`src/rtl/branch_seq_pkg.sv`:
```
// branch_seq_pkg: shared FSM states, opcodes, funct3 codes and the branch compare helper.
package branch_seq_pkg;
  typedef enum logic [2:0] {IDLE, FETCH, DECODE, WAIT_OPS, UPDATE} state_e;
  localparam logic [6:0] OPC_BRANCH = 7'b1100011;
  localparam logic [6:0] OPC_JAL    = 7'b1101111;
  localparam logic [2:0] F3_BEQ  = 3'b000;
  localparam logic [2:0] F3_BNE  = 3'b001;
  localparam logic [2:0] F3_BLT  = 3'b100;
  localparam logic [2:0] F3_BGE  = 3'b101;
  localparam logic [2:0] F3_BLTU = 3'b110;
  localparam logic [2:0] F3_BGEU = 3'b111;
  // funct3 010/011 are reserved and resolve as not taken
  function automatic logic br_taken(input logic [2:0] f3, input logic [31:0] a, input logic [31:0] b);
    case (f3)
      F3_BEQ:  return a == b;
      F3_BNE:  return a != b;
      F3_BLT:  return $signed(a) < $signed(b);
      F3_BGE:  return $signed(a) >= $signed(b);
      F3_BLTU: return a < b;
      F3_BGEU: return a >= b;
      default: return 1'b0;
    endcase
  endfunction
endpackage

```
`src/rtl/branch_seq_imm_dec.sv`:
```
// branch_imm_dec: sign-extended B-type or J-type immediate from the instruction body.
module branch_imm_dec (
  input  logic [31:7] instr,
  input  logic        is_jal,
  output logic [31:0] imm
);
  always_comb
    imm = is_jal ? {{11{instr[31]}}, instr[31], instr[19:12], instr[20], instr[30:21], 1'b0}
                 : {{19{instr[31]}}, instr[31], instr[7], instr[30:25], instr[11:8], 1'b0};
endmodule

```
`src/rtl/branch_seq.sv`:
```
// branch_seq: fetch/decode/branch-resolve sequencer driving a simple instruction port.
// Define BRANCH_SEQ_JAL_EN to redirect on JAL; otherwise JAL falls through to pc+4.
module branch_seq
  import branch_seq_pkg::*;
#(
  parameter logic [31:0] RESET_PC = 32'h0000_0000
) (
  input  logic        clk,
  input  logic        rst_n,
  input  logic        start,
  input  logic        run,
  output logic        imem_req,
  output logic [31:0] imem_addr,
  input  logic        imem_gnt,
  input  logic [31:0] imem_rdata,
  output logic [31:0] instr_out,
  output logic        instr_valid,
  input  logic        ops_valid,
  input  logic [31:0] rs1_val,
  input  logic [31:0] rs2_val,
  output logic [31:0] pc,
  output logic        branch_taken,
  output logic        misalign_err,
  output logic        busy
);
  state_e      state_q;
  logic [31:0] pc_q, next_pc_q, instr_q, imm, target, next_pc_d;
  logic        imem_req_q, instr_valid_q, branch_taken_q, misalign_err_q;
  logic        is_br, is_jal, redirect, misalign;
`ifdef BRANCH_SEQ_JAL_EN
  assign is_jal = instr_q[6:0] == OPC_JAL;
`else
  assign is_jal = 1'b0;
`endif
  branch_imm_dec u_imm_dec (
    .instr  (instr_q[31:7]),
    .is_jal (is_jal),
    .imm    (imm)
  );
  assign is_br     = instr_q[6:0] == OPC_BRANCH;
  assign target    = pc_q + imm;
  assign redirect  = is_jal | (is_br & br_taken(instr_q[14:12], rs1_val, rs2_val));
  assign misalign  = redirect & target[1];
  assign next_pc_d = redirect ? target : pc_q + 32'd4;
  always_ff @(posedge clk or negedge rst_n) begin
    if (!rst_n) begin
      state_q        <= IDLE;
      pc_q           <= RESET_PC;
      next_pc_q      <= RESET_PC;
      instr_q        <= '0;
      imem_req_q     <= 1'b0;
      instr_valid_q  <= 1'b0;
      branch_taken_q <= 1'b0;
      misalign_err_q <= 1'b0;
    end else begin
      instr_valid_q  <= 1'b0;
      branch_taken_q <= 1'b0;
      misalign_err_q <= 1'b0;
      case (state_q)
        IDLE: if (start) begin
          state_q    <= FETCH;
          imem_req_q <= 1'b1;
        end
        FETCH: if (imem_gnt) begin
          instr_q       <= imem_rdata;
          instr_valid_q <= 1'b1;
          imem_req_q    <= 1'b0;
          state_q       <= DECODE;
        end
        DECODE: if (is_br) begin
          state_q <= WAIT_OPS;
        end else if (misalign) begin
          misalign_err_q <= 1'b1;
          state_q        <= IDLE;
        end else begin
          next_pc_q      <= next_pc_d;
          branch_taken_q <= redirect;
          state_q        <= UPDATE;
        end
        WAIT_OPS: if (ops_valid) begin
          if (misalign) begin
            misalign_err_q <= 1'b1;
            state_q        <= IDLE;
          end else begin
            next_pc_q      <= next_pc_d;
            branch_taken_q <= redirect;
            state_q        <= UPDATE;
          end
        end
        UPDATE: begin
          pc_q       <= next_pc_q;
          imem_req_q <= run;
          state_q    <= run ? FETCH : IDLE;
        end
        default: state_q <= IDLE;
      endcase
    end
  end
  assign imem_req     = imem_req_q;
  assign imem_addr    = pc_q;
  assign pc           = pc_q;
  assign instr_out    = instr_q;
  assign instr_valid  = instr_valid_q;
  assign branch_taken = branch_taken_q;
  assign misalign_err = misalign_err_q;
  assign busy         = state_q != IDLE;
endmodule

```
`config.mk`:
```
export PLATFORM = sky130hd
export DESIGN_NAME = branch_seq
export DESIGN_NICKNAME = d
export VERILOG_FILES = /design/src/rtl/branch_seq_pkg.sv /design/src/rtl/branch_seq_imm_dec.sv /design/src/rtl/branch_seq.sv
export SDC_FILE = /design/constraint.sdc
export NUM_CORES = 1
export LEC_CHECK = 0
export CAP_MARGIN = 20
export CORE_ASPECT_RATIO = 0.9
export CORE_UTILIZATION = 54
export DETAILED_ROUTE_END_ITERATION = 12
export PLACE_DENSITY = 0.95
export SLEW_MARGIN = 30
export SYNTH_ARGS = -nofsm -noshare
export SYNTH_HDL_FRONTEND = slang
export SYNTH_SLANG_ARGS = --single-unit
export TNS_END_PERCENT = 30
```
`constraint.sdc`:
```
create_clock -name clk -period 4.6 [get_ports clk]
set_input_delay 1.38 -clock clk [delete_from_list [all_inputs] [get_ports clk]]
set_output_delay 1.38 -clock clk [all_outputs]
set_load 0.05 [all_outputs]
```
Word level (Yosys, flattened, before mapping):

Cells that the tools add are included.

* flip-flop bits (word level): 103
* input port bits: 102
* output and inout bits: 101
* logic and storage cells: 67

* add/sub/neg operators: 2
* $lt $le $gt $ge: 4
* eq/ne operators: 16
* muxes and demuxes: 26
* bitwise operators: 2
* reductions and logical operators: 9

Operators with widths (count)
* two-way mux 32 bit: 4
* greater-or-equal comparator 32 bit: 2
* less-than comparator 32 bit: 2
* case mux 32 bit (2 select lines): 1
* adder 32 x 3 -> 32 bit (second input constant): 1
* adder 32 bit: 1
* equality test 32 bit: 1
* inequality test 32 bit: 1
* equality test 3 bit (second input constant): 5
* two-way mux 3 bit: 5
* case mux 3 bit (5 select lines): 1
* two-way mux 1 bit: 11
* AND reduction 3 bit: 3
* inequality test 2 bit (second input constant): 4
* equality test 7 bit (second input constant): 1
* equality test 3 x 1 -> 1 bit (second input constant): 2
* equality test 3 x 2 -> 1 bit (second input constant): 2
* zero test 3 bit: 2
* case mux 1 bit (6 select lines): 1
* nonzero test 3 bit: 2
* case mux 1 bit (2 select lines): 2
* case mux 1 bit (3 select lines): 1
* AND 1 bit: 2
* AND reduction 2 bit: 1
* nonzero test 2 bit: 1

Logic depth before layout (Yosys ltp):

* depth in word-level cells: 7
* mapped depth: 13
* gate-level depth less buffers: 12

By module:

A second synthesis with hierarchy kept.

* cells, all modules: 823
* area total of the unflattened synthesis: 7797.5 um2

By module, submodules not included
* branch_seq: times used 1, cells each 789, area each 7455.9 um2, sequential area each 2577.5 um2
* branch_imm_dec: times used 1, cells each 34, area each 341.6 um2, sequential area each 0.0 um2

Worst setup path before layout:

OpenSTA, ideal clock, no wires.

* path kind: input -> register
* start point: input port rs2_val[10]
* end point: register next_pc_q[24]
* library setup time: 126 ps
* arrival time: 3740 ps
* data required time: 4474 ps
* setup slack: 734 ps
* stages: 12
* buffers on the path: 1
* cells stage by stage: inv_1 > ha_1 > a21oi_1 > nand2_1 > a221oi_2 > o211ai_2 > a221oi_2 > mux2i_1 > a2bb2oi_4 > o21ai_4 > buf_6 > a221o_1

* word-level cells in the longest chain between the ends: 7
* elaborated cells on any way between the ends: 14
* classes of those cells: 4 x order compare; 2 x eq/ne; 6 x mux; 2 x bitwise

Ends and longest elaborated chain
* start: declaration: RTL line branch_seq.sv:20 `input logic [31:0] rs2_val,`
* greater-or-equal comparator 32 bit (tied with other cells): RTL line branch_seq_pkg.sv:20 `F3_BGEU: return a >= b;`
* case mux 1 bit (6 select lines) *: RTL line branch_seq_pkg.sv:14 `case (f3)`
* AND 1 bit *: RTL line branch_seq.sv:42 `assign redirect = is_jal | (is_br & br_taken(instr_q[14:12], rs1_val, rs2_val));`
* two-way mux 32 bit / AND 1 bit (equally long branches): RTL line branch_seq.sv:44, branch_seq.sv:43
* two-way mux 32 bit *: RTL line branch_seq.sv:72, branch_seq.sv:81
* two-way mux 32 bit (on tied branches): RTL line branch_seq.sv:80, branch_seq.sv:70
* case mux 32 bit (2 select lines) *: RTL line branch_seq.sv:59 `case (state_q)`
* end signal: assignment: RTL line branch_seq.sv:76 `next_pc_q <= next_pc_d;`
* end signal: assignment: RTL line branch_seq.sv:85 `next_pc_q <= next_pc_d;`
* end: declaration: RTL line branch_seq.sv:27 `logic [31:0] pc_q, next_pc_q, instr_q, imm, target, next_pc_d;`

Mark *: on every way between the ends. The rest lies on a longest branch, timed or not. The select of a mux whose other input is x is not followed.
A chain may end at the register's enable or synchronous reset.

Final worst setup path:

* start point: input port rs2_val[7]
* end point: register next_pc_q[0]

Same word-level chain as after synthesis.

==> flow_metrics.py <==
metrics = {
    "run_status": {
        "status": "completed",
    },
    "place": {
        "place_congestion": 0.9019,
        "io_buffers": 202,
        "hpwl_um": 15850,
        "dp_slack_ps": 10.93,
        "dp.cells": 1114,
    },
    "route": {
        "wl_um": 20920,
        "via_count": 6855,
        "route.detailed.drc": 0,
        "postRouteAntennaNets": 0,
        "viasPerCell": 6.066,
        "dr.pass1.iters": 7,
        "drt_iter0_drc": 542,
        "wl_per_cell_um": 18.51,
    },
    "yosys": {
        "synth.most_common_cell": "dfrtp_1",
        "yosys_warnings": 0,
        "syn-instance-count": 791,
        "synth_top_area_share_pct": 34.28,
        "synthXorXnorAreaFrac_pct": 5.941,
        "seq_area_frac_synth_pct": 34.28,
        "synth_cell_types": 64,
        "yosys.area_share.simple_pct": 14.69,
        "synthMuxAreaShare_pct": 10.35,
        "synth_fp_nets": 957,
        "synth_edf_count": 0,
        "syn_area_um2": 7518,
        "synthAdderAreaFrac_pct": 10.75,
        "ys.flop_type": "dfrtp_1",
        "yosys-top-cells-area": "dfrtp_1 34%, ha_1 10%, mux2_2 9.3%",
        "avgSynthCellArea_um2": 9.505,
        "synth_compound_area_share_pct": 16.34,
        "ys_ff_latch": 103,
        "synthTopCellsByCount": "103 x dfrtp_1, 63 x ha_1, 62 x mux2_2",
        "synth-async-reset-ratio_pct": 100.0,
        "synth_top_family_by_area": "compound AO/OA/AOI/OAI gates",
        "yosys.area.top_type": "dfrtp_1",
    },
    "die": {
        "start_util_pct": 55.85,
        "fp.dieH_um": 113.9,
        "pin_count": 203,
        "num_rows": 40,
        "design.core.area_um2": 13460,
        "die_w_um": 126.4,
        "die_area_um2": 14400,
    },
    "sta": {
        "maxSlewViolCount": 0,
        "finalCritPeriodShare_pct": 91.47,
        "finalSetupViolCount": 0,
        "slew_headroom_pct": 41.84,
        "setup_slack_ps": 392.5,
        "worstMarginPinSlew_ps": 872.3,
        "finClkSkew_ps": 5.713,
        "hold_violations": 0,
        "max_freq_mhz": 237.7,
        "setup-tns-final_ps": 0,
        "layout_min_cycle_time_ps": 4208,
        "rsz0062_at_grt": "false",
    },
    "final_layout": {
        "fin_util_pct": 72.63,
        "area_growth_pct": 30.05,
        "drive_gt1_share_pct": 11.64,
        "diodes": 0,
        "multi_input_area_um2": 4379,
        "layout.cells.non_filler": 1130,
        "finalNetCount": 1123,
        "seqCellArea_um2": 2577,
        "nFillCells": 933,
    },
    "grt": {
        "grt_usage_pct": 29.38,
        "grt_max_degree": 51,
        "grt_overflow_total": 0,
        "antenna_found_initial": 0,
        "busiest_layer": "met2",
        "grt_first_pass_wirelength_um": 33230,
        "global_route.usage.met3_pct": 7.223,
        "grt_use_met2_pct": 49.98,
        "gr-usage-met1_pct": 37.06,
        "grt_pass1_vias": 6605,
    },
    "clock_network": {
        "h-tree-depth": 3,
        "cts_tree": "built",
        "clock_path_buffers": 2,
        "post_cts_buffers": 0,
        "numCtsBuffers": 9,
        "cts-root-buf": "clkbuf_16",
        "cts_sinks": 103,
        "ctsResizeCount": 0,
        "clock_latency_ps": 350,
        "holdBufCountCts": 0,
        "path_clk_slew_ps": 70,
    },
    "setup_path": {
        "rr_endpoint": "next_pc_q[31]",
        "reg2reg_slack_ps": 1200,
        "cp.arrival_ps": 4450,
        "end_kind": "flip-flop",
        "max_stage_delay_ps": 460,
        "critPathSlowestCell": "clkdlybuf4s50_1",
        "worst_path_dominant_cell_family": "compound AO/OA/AOI/OAI gates",
        "path_buf_inv": 3,
        "start_kind": "input pin",
        "reg2reg_from": "instr_out[31]",
        "rr_worst_depth": 10,
        "crit_type": "in2reg",
        "cp_common_cell": "a221oi_2",
        "required_ps": 4840,
        "path_cells": "clkdlybuf4s50_1 > inv_1 > ha_1 > a21oi_1 > o21ai_0 > a221oi_2 > o211ai_2 > a221oi_2 > mux2i_1 > a2bb2oi_4 > o21ai_4 > inv_4 > mux2_2",
        "crit_path_max_fanout": 17,
    },
    "power": {
        "p_comb_share_pct": 66.0,
        "p_int_w": 0.003584,
        "leakage_nw": 4.233,
        "seq_power_share_pct": 24.0,
        "powerDensity_nw_per_um2": 759.8,
        "p_clk_share_pct": 10.0,
        "peakVddDrop_mv": 0.7727,
        "power.switching_w": 0.003845,
        "switching_share_pct": 51.75,
    },
    "flow_run": {
        "drv_cap": 0,
    },
    "worst_hold_path": {
        "worstHoldPathCells": 1,
        "min_from": "next_pc_q[1]",
        "hold_path_end": "next_pc_q[1]",
        "hp-class": "reg2reg",
    },
}
[cells by family after synthesis]
kind of cell | count (synthesis)
compound gates | 169
xor+xnor | 51
fa+ha+maj | 64
buf+inv | 114
flops | 103
mux | 70
simple gates | 220
[worst reg2reg max path: cells and delay by family (launching register included)]
family / cells / cell delay [ps]
xor gates and xnor gates: 1 / 110
AOI/OAI and AO/OA: 6 / 1460
and+or+nand+nor: 2 / 370
DFF: 1 / 910
adders and majority gates: 1 / 440
[metrics by stage]
| step | area, µm² | hold WS (ps) | total power (W) |
|---|---|---|---|
| 2_1_floorplan | 7518 | 450.3 | 0.005273 |
| 3_3_place_gp | 9502 | 477.9 | 0.006535 |
| 3_5_place_dp | 9502 | 492.3 | 0.006645 |
| 4_1_cts | 9778 | 507.3 | 0.007410 |
| 5_1_grt | 9778 | 525.1 | 0.007843 |
| 6_report | 9778 | 507.9 | 0.007429 |
[cell type report]
cell class              instances  area share, %
multi-input cells             574          44.79
flip-flops and latches        103          26.36
repair buffers                215          21.78
clock buffers                  11          2.482
well taps                     168          2.150
inverters                      54          2.099
clock inverters                 5         0.3455
[flip-flops by register name, summed over array words and instances, names as in the netlist]
| register | flops |
|---|---|
| branch_taken | 1 |
| misalign_err | 1 |
| state_q | 3 |
| next_pc_q | 32 |
| imem_addr | 32 |
| instr_out | 32 |
| imem_req | 1 |
| instr_valid | 1 |
[power groups by stage]
stage / clock network, W / registers, W / logic, W
2_1_floorplan: 0 / 0.00250 / 0.00278
3_3_place_gp: 0 / 0.00177 / 0.00477
3_5_place_dp: 0 / 0.00179 / 0.00486
4_1_cts: 0.000751 / 0.00177 / 0.00488
5_1_grt: 0.000781 / 0.00184 / 0.00522
6_report: 0.000740 / 0.00178 / 0.00491
[placed cells by master (no fill, tap or decap), types with 19 or more instances in the layout]
master	Yosys	final
dfrtp_1	103	103
mux2_2	62	62
o21ai_0	30	30
clkdlybuf4s50_1	0	201
nand4_1	19	19
nand2_1	59	59
nor2_1	38	37
nand3_1	35	35
a21oi_1	47	47
ha_1	63	63
xor2_1	28	28
inv_1	53	53
xnor2_1	23	23
[how the worst max path moves through the flow]
| stage | slack, ps | from | endpoint | cells past startpoint |
|---|---|---|---|---|
| 2_1_floorplan | 730 | rs2_val[10] | next_pc_q[24] | 12 |
| 3_3_place_gp | 80 | rs2_val[10] | next_pc_q[0] | 13 |
| 3_5_place_dp | 10 | rs2_val[7] | next_pc_q[0] | 13 |
| 4_1_cts | 380 | rs2_val[7] | next_pc_q[0] | 13 |
| 5_1_grt | 190 | rs2_val[7] | next_pc_q[0] | 13 |
| 6_report | 390 | rs2_val[7] | next_pc_q[0] | 13 |
[metal layers]
layer	vias to the layer above	share of wire (%)
li1	3193	-
met3	36	8.6
met5	-	0
met4	0	1.8
met1	3277	41
met2	349	49
(Power assumes the default switching activity.)
